File: config.mk
export PLATFORM = sky130hd
export DESIGN_NAME = i2c_slave_target
export DESIGN_NICKNAME = d
export VERILOG_FILES = /design/src/rtl/i2c_slave_target_pkg.sv /design/src/rtl/i2c_slv_line_sync.sv /design/src/rtl/i2c_slave_target.sv
export SDC_FILE = /design/constraint.sdc
export NUM_CORES = 1
export LEC_CHECK = 0
export BUFFER_PORTS_ARGS = -buffer_cell sky130_fd_sc_hd__buf_2
export CORE_UTILIZATION = 50
export DETAILED_ROUTE_END_ITERATION = 16
export PLACE_DENSITY = 0.8
export SLEW_MARGIN = 15
export SYNTH_ARGS = -nofsm -noshare
export SYNTH_HDL_FRONTEND = slang
export SYNTH_SLANG_ARGS = --single-unit
File: constraint.sdc
create_clock -name pclk -period 2.7 [get_ports pclk]
set_input_delay 0.135 -clock pclk [delete_from_list [all_inputs] [get_ports pclk]]
set_output_delay 0.135 -clock pclk [all_outputs]
set_load 0.005 [all_outputs]
File: src/rtl/i2c_slave_target_pkg.sv
// i2c_slave_target_pkg: FSM state encodings and ACK bit levels shared by the I2C target
package i2c_slave_target_pkg;

    typedef enum logic [3:0] {
        IDLE      = 4'd0,
        ADDR      = 4'd1,
        ADDR_ACK  = 4'd2,
        PTR       = 4'd3,
        PTR_ACK   = 4'd4,
        WDATA     = 4'd5,
        WDATA_ACK = 4'd6,
        RDATA     = 4'd7,
        RD_ACK    = 4'd8,
        IGNORE    = 4'd9
    } state_t;

    localparam logic I2C_ACK  = 1'b0;
    localparam logic I2C_NACK = 1'b1;

endpackage

File: src/rtl/i2c_slv_line_sync.sv
// i2c_slv_line_sync: synchronises SCL/SDA, optionally majority-filters them, detects SCL edges and START/STOP
// Ports: clk, rst_n (async, active low); scl_in/sda_in asynchronous pads;
//   sda clean SDA level; scl_rise/scl_fall/start/stop one-clk pulses.
// Build option: I2C_SLV_GLITCH_FILTER_EN adds a 3-sample majority filter (rejects pulses < 2 clk, +2 clk latency).
module i2c_slv_line_sync (
    input  logic clk,
    input  logic rst_n,
    input  logic scl_in,
    input  logic sda_in,
    output logic sda,
    output logic scl_rise,
    output logic scl_fall,
    output logic start,
    output logic stop
);

    logic [1:0] scl_s, sda_s;
    logic       scl_f, sda_f, scl_q, sda_q;

    // Reset to the idle bus level so leaving reset never fakes an edge
    always_ff @(posedge clk or negedge rst_n) begin
        if (!rst_n) begin
            scl_s <= 2'b11;
            sda_s <= 2'b11;
        end else begin
            scl_s <= {scl_s[0], scl_in};
            sda_s <= {sda_s[0], sda_in};
        end
    end

`ifdef I2C_SLV_GLITCH_FILTER_EN
    logic [1:0] scl_h, sda_h;

    always_ff @(posedge clk or negedge rst_n) begin
        if (!rst_n) begin
            scl_h <= 2'b11;
            sda_h <= 2'b11;
            scl_f <= 1'b1;
            sda_f <= 1'b1;
        end else begin
            scl_h <= {scl_h[0], scl_s[1]};
            sda_h <= {sda_h[0], sda_s[1]};
            scl_f <= (scl_s[1] & scl_h[0]) | (scl_s[1] & scl_h[1]) | (scl_h[0] & scl_h[1]);
            sda_f <= (sda_s[1] & sda_h[0]) | (sda_s[1] & sda_h[1]) | (sda_h[0] & sda_h[1]);
        end
    end
`else
    assign scl_f = scl_s[1];
    assign sda_f = sda_s[1];
`endif

    always_ff @(posedge clk or negedge rst_n) begin
        if (!rst_n) begin
            scl_q <= 1'b1;
            sda_q <= 1'b1;
        end else begin
            scl_q <= scl_f;
            sda_q <= sda_f;
        end
    end

    assign sda      = sda_f;
    assign scl_rise = scl_f & ~scl_q;
    assign scl_fall = ~scl_f & scl_q;
    assign start    = scl_f & scl_q & sda_q & ~sda_f;
    assign stop     = scl_f & scl_q & ~sda_q & sda_f;

endmodule

File: src/rtl/i2c_slave_target.sv
// i2c_slave_target: I2C target with 7-bit address match, auto-incrementing register pointer and register-file port
// Ports: pclk, prst_n (async, active low); scl_in/sda_in asynchronous pads; sda_oe open-drain pull-down;
//   reg_addr/reg_wdata/reg_wr_en/reg_rd_en/reg_rdata register-file port (rdata sampled the pclk after reg_rd_en);
//   busy from address match to STOP; addr_hit one-pclk pulse on address match.
// Build option: I2C_SLV_GLITCH_FILTER_EN enables the SCL/SDA majority filter inside i2c_slv_line_sync.
module i2c_slave_target
    import i2c_slave_target_pkg::*;
#(
    parameter logic [6:0] SLV_ADDR = 7'h50,
    parameter int         AW       = 8
) (
    input  logic          pclk,
    input  logic          prst_n,
    input  logic          scl_in,
    input  logic          sda_in,
    output logic          sda_oe,
    output logic [AW-1:0] reg_addr,
    output logic [7:0]    reg_wdata,
    output logic          reg_wr_en,
    output logic          reg_rd_en,
    input  logic [7:0]    reg_rdata,
    output logic          busy,
    output logic          addr_hit
);

    state_t     state, state_nxt;
    logic       sda, scl_rise, scl_fall, start, stop;
    logic [3:0] cnt;
    logic [7:0] rx, tx;
    logic       rw, last, match;
    logic       oe_nxt, busy_nxt, cnt_clr, hit, wr, rd, ptr_ld, ptr_inc;

    i2c_slv_line_sync u_sync (
        .clk     (pclk),
        .rst_n   (prst_n),
        .scl_in  (scl_in),
        .sda_in  (sda_in),
        .sda     (sda),
        .scl_rise(scl_rise),
        .scl_fall(scl_fall),
        .start   (start),
        .stop    (stop)
    );

    assign last  = cnt == 4'd8;
    assign match = rx[7:1] == SLV_ADDR && rx[7:1] != 7'd0;

    always_ff @(posedge pclk or negedge prst_n) begin
        if (!prst_n) state <= IDLE;
        else         state <= state_nxt;
    end

    // cnt counts SCL rising edges within the current byte; the falling edge after the 8th ends the byte
    always_comb begin
        state_nxt = state;
        oe_nxt    = sda_oe;
        busy_nxt  = busy;
        cnt_clr   = 1'b0;
        hit       = 1'b0;
        wr        = 1'b0;
        rd        = 1'b0;
        ptr_ld    = 1'b0;
        ptr_inc   = 1'b0;
        if (stop) begin
            state_nxt = IDLE;
            busy_nxt  = 1'b0;
        end else if (start) begin
            state_nxt = ADDR;
            cnt_clr   = 1'b1;
        end else if (scl_fall) begin
            case (state)
                ADDR: if (last) begin
                    cnt_clr   = 1'b1;
                    state_nxt = match ? ADDR_ACK : IGNORE;
                    oe_nxt    = match ? ~I2C_ACK : 1'b0;
                    busy_nxt  = match;
                    hit       = match;
                    rd        = match & rx[0];
                end
                ADDR_ACK: begin
                    cnt_clr   = 1'b1;
                    state_nxt = rw ? RDATA : PTR;
                    oe_nxt    = rw & ~tx[7];
                end
                PTR: if (last) begin
                    cnt_clr   = 1'b1;
                    state_nxt = PTR_ACK;
                    oe_nxt    = ~I2C_ACK;
                    ptr_ld    = 1'b1;
                end
                PTR_ACK, WDATA_ACK: begin
                    cnt_clr   = 1'b1;
                    state_nxt = WDATA;
                    oe_nxt    = 1'b0;
                end
                WDATA: if (last) begin
                    cnt_clr   = 1'b1;
                    state_nxt = WDATA_ACK;
                    oe_nxt    = ~I2C_ACK;
                    wr        = 1'b1;
                end
                // ~cnt[2:0] == 7-cnt: bit cnt of the byte is driven after the cnt-th rising edge
                RDATA: begin
                    oe_nxt = last ? 1'b0 : ~tx[~cnt[2:0]];
                    if (last) begin
                        cnt_clr   = 1'b1;
                        state_nxt = RD_ACK;
                        ptr_inc   = 1'b1;
                    end
                end
                default: ;
            endcase
        end else if (scl_rise && state == RD_ACK) begin
            cnt_clr   = 1'b1;
            state_nxt = sda == I2C_NACK ? IGNORE : RDATA;
            rd        = sda != I2C_NACK;
        end
        if (state_nxt inside {IDLE, ADDR, IGNORE}) oe_nxt = 1'b0;
    end

    always_ff @(posedge pclk or negedge prst_n) begin
        if (!prst_n) begin
            sda_oe    <= 1'b0;
            busy      <= 1'b0;
            addr_hit  <= 1'b0;
            reg_wr_en <= 1'b0;
            reg_rd_en <= 1'b0;
            reg_wdata <= '0;
            reg_addr  <= '0;
            cnt       <= '0;
            rx        <= '0;
            tx        <= '0;
            rw        <= 1'b0;
        end else begin
            sda_oe    <= oe_nxt;
            busy      <= busy_nxt;
            addr_hit  <= hit;
            reg_wr_en <= wr;
            reg_rd_en <= rd;
            cnt       <= cnt_clr ? 4'd0 : cnt + {3'd0, scl_rise};
            if (scl_rise) rx <= {rx[6:0], sda};
            if (hit) rw <= rx[0];
            if (wr) reg_wdata <= rx;
            if (reg_rd_en) tx <= reg_rdata;
            // Write pointer steps the pclk after the strobe so reg_addr is stable while reg_wr_en is high
            reg_addr  <= ptr_ld ? AW'(rx) : (reg_wr_en | ptr_inc) ? reg_addr + 1'b1 : reg_addr;
        end
    end

endmodule
==> metrics.txt <==
Core Area 4750 um2; Seq cells post-synth 52; Leak Pwr 0.00144 uW; buffers added on ports 32; later-pin clock latency in the skew report 0.30 ns; n_diodes 0; Hold Violations, Final 0; Syn Nets 221; post-route ant nets 0; max cap viols 0; layout cells sized above 1 36.1%; die width 72.5 um; Clock Path Buffers 2; drt drc 0; first-pass GRT wire length 8.15 mm; Setup violations, final 0; crit path launch type flip-flop; initial antenna violation count 0; Internal 1360 uW; Seq/Total Area, Yosys 52.6%; Netlist cell types 51; CP arrival 2.51 ns; H-tree level count 2; fmax 431 MHz; dpl hpwl 3.41 mm; Logic pwr share 20.1%; Vias/cell 5.62; EDFF count, synth 0; starting density of the core 52.3%; clock share of power 26.7%; most frequent cells in the layout dfrtp_1, buf_2, mux2_2; IO Count 33; Routed Wire Length 4.75 mm; Post-Syn Instances 206; reg2reg setup slack 0.38 ns; Sequential Power Share 53.2%; DR vias 1775; skew final 0.00950 ns; power per cell area 668 nW/um2; Min Hold Slack 0.0546 ns; CTS buffer count 5; hold path depth 2; run status complete, no violations; min-delay src reg_rdata[7]; iteration-0 DRC count of the detailed router 108; vias in the first global route 1743; CP required 2.89 ns; DR WL/cell 15.0 um; Synth Area per Inst 12.1 um2; Root Buffer clkbuf_8; critical path's slowest cell or4b_1; Final period util 86.0%; cell family with most CP delay simple AND/OR/NAND/NOR gates; R2R cell count 4; gpl congestion 0.933; RR Startpoint cnt[0]; critical path peak fanout 9; Sw Share 29.9%; drt first pass iters 4; time the worst path needs with I/O delays and setup 2.32 ns; setup tns final 0 ns; die area 5260 um2; Reg2Reg Capture Point reg_wdata[1]; clock tree sinks 52; die height 72.5 um; commonest non-fill, non-tap cell in the layout dfrtp_1; Cell Chain, Critical Path or4b_1 -> nor3_1 -> nand3_1 -> mux2_2; Netlist Area Pre-Place 2490 um2; fraction of registers with async set/reset 100%; Syn-to-layout area delta 16.7%; RSZ-0062 raised after global routing no; Worst Hold Class input pin to flip-flop; worst vdd ir 0.000491 V; Buf/Inv on CP 0; CTS tree built; Worst Hold End tx[7]; grt total ovfl 0; YS warnings 0; Nets 263; Slew Viols, Final 0; Worst setup EP type flip-flop; kind of critical path flip-flop to flip-flop; Net Sw Power 580 uW; row count 25; largest net degree at the start of global routing 53; CTS clock-pin slew for the worst setup and hold paths 0.09 ns; Top FF cell, synth dfrtp_1; Worst-Margin Slew 0.624 ns; All-Layer GR Usage 20.5%; crit-path max cell delay 0.71 ns; Slew HR 58.4%
==> per-layer routing <==
layer  GRT usage [%]  up-vias  wire length [um]
li1                -      832                 -
met1            29.4      898              2260
met2            31.2       35              2260
met3            3.89       10               139
met4            7.84        0                89
met5               0        -                 0
==> kinds of logic after synthesis <==
logic type | Yosys count | synth area share (%)
xor+xnor | 10 | 3.52
buf+inv | 13 | 2.06
fa+ha+maj | 3 | 1.51
mux | 33 | 15.8
compound gates | 33 | 10.4
flops | 52 | 52.6
simple gates | 62 | 14.1
==> power by group through the flow <==
stage | combinational [uW] | sequential [uW] | clock [uW]
floorplan | 284 | 994 | 0
global placement | 377 | 1030 | 0
detailed placement | 383 | 1040 | 0
CTS | 388 | 1030 | 532
global route | 433 | 1060 | 565
finish | 390 | 1030 | 518
==> sequential cells by signal, summed over array words and instances, names as in the netlist <==
name          cells
u_sync.scl_s      2
reg_wr_en         1
sda_oe            1
cnt               4
rw                1
busy              1
reg_wdata         8
u_sync.sda_q      1
reg_addr          8
u_sync.scl_q      1
reg_rd_en         1
rx                8
addr_hit          1
tx                8
u_sync.sda_s      2
state             4
==> final cells by class <==
| cell class | instances | area, um2 |
|---|---|---|
| repair buffers | 44 | 260 |
| fillers | 408 | 1850 |
| well taps | 67 | 83.8 |
| flip-flops and latches | 52 | 1310 |
| clock buffers | 6 | 72.6 |
| clock inverters | 2 | 35.0 |
| inverters | 4 | 15.0 |
| multi-input cells | 141 | 1130 |
==> worst max path at each step <==
stage	from	end	slack (ns)	depth (start not counted)
after floorplan	cnt[0]	reg_addr[6]	0.45	6
after global placement	cnt[0]	reg_wdata[7]	0.43	4
after detailed placement	cnt[0]	reg_wdata[1]	0.37	4
after CTS	cnt[0]	reg_wdata[1]	0.35	4
after global routing	cnt[0]	reg_wdata[7]	0.23	4
final	cnt[0]	reg_wdata[1]	0.38	4
==> what timing repair did <==
action	in CTS	in global routing
buffers inserted	0	0
resized for setup	0	0
hold buffers	2	1
hold endpoints to repair	2	46
==> per-stage QoR <==
| step | instance area (um2) | total power (uW) | instances | utilization [%] | setup slack, ns |
|---|---|---|---|---|---|
| after global placement | 2760 | 1410 | 305 | 58.1 | 0.431 |
| after detailed placement | 2760 | 1430 | 305 | 58.1 | 0.372 |
| final | 2900 | 1940 | 316 | 61.1 | 0.378 |
| after floorplan | 2490 | 1280 | 206 | - | 0.454 |
| after global routing | 2900 | 2050 | 316 | 61.1 | 0.227 |
| after CTS | 2890 | 1950 | 315 | 60.8 | 0.354 |
==> Yosys cell counts, drive strengths merged, types with 2 or more instances <==
library cell   n  area, um2
dfstp          6        158
nand4b         2       17.5
o41ai          2       36.3
nor2           8       30.0
xnor2          4       35.0
nor2b          2       12.5
nor3           4       20.0
dfrtp         46       1150
mux4           2       48.8
nor3b          2       15.0
and3           2       12.5
xor2           6       52.6
mux2i          3       30.0
and2           4       25.0
buf            3       13.8
nor4           2       18.8
nor4b          2       17.5
or2            2       12.5
nand2b         3       18.8
clkbuf         6       22.5
o211a          2       20.0
a21o           2       15.0
a21oi          4       20.0
or4b           2       20.0
nand4          4       25.0
ha             3       37.5
o21a           4       30.0
mux2          28        315
inv            4       15.0
o21ai          8       40.0
nand2         14       52.6
nand3          7       35.0
(Power assumes the default switching activity.)
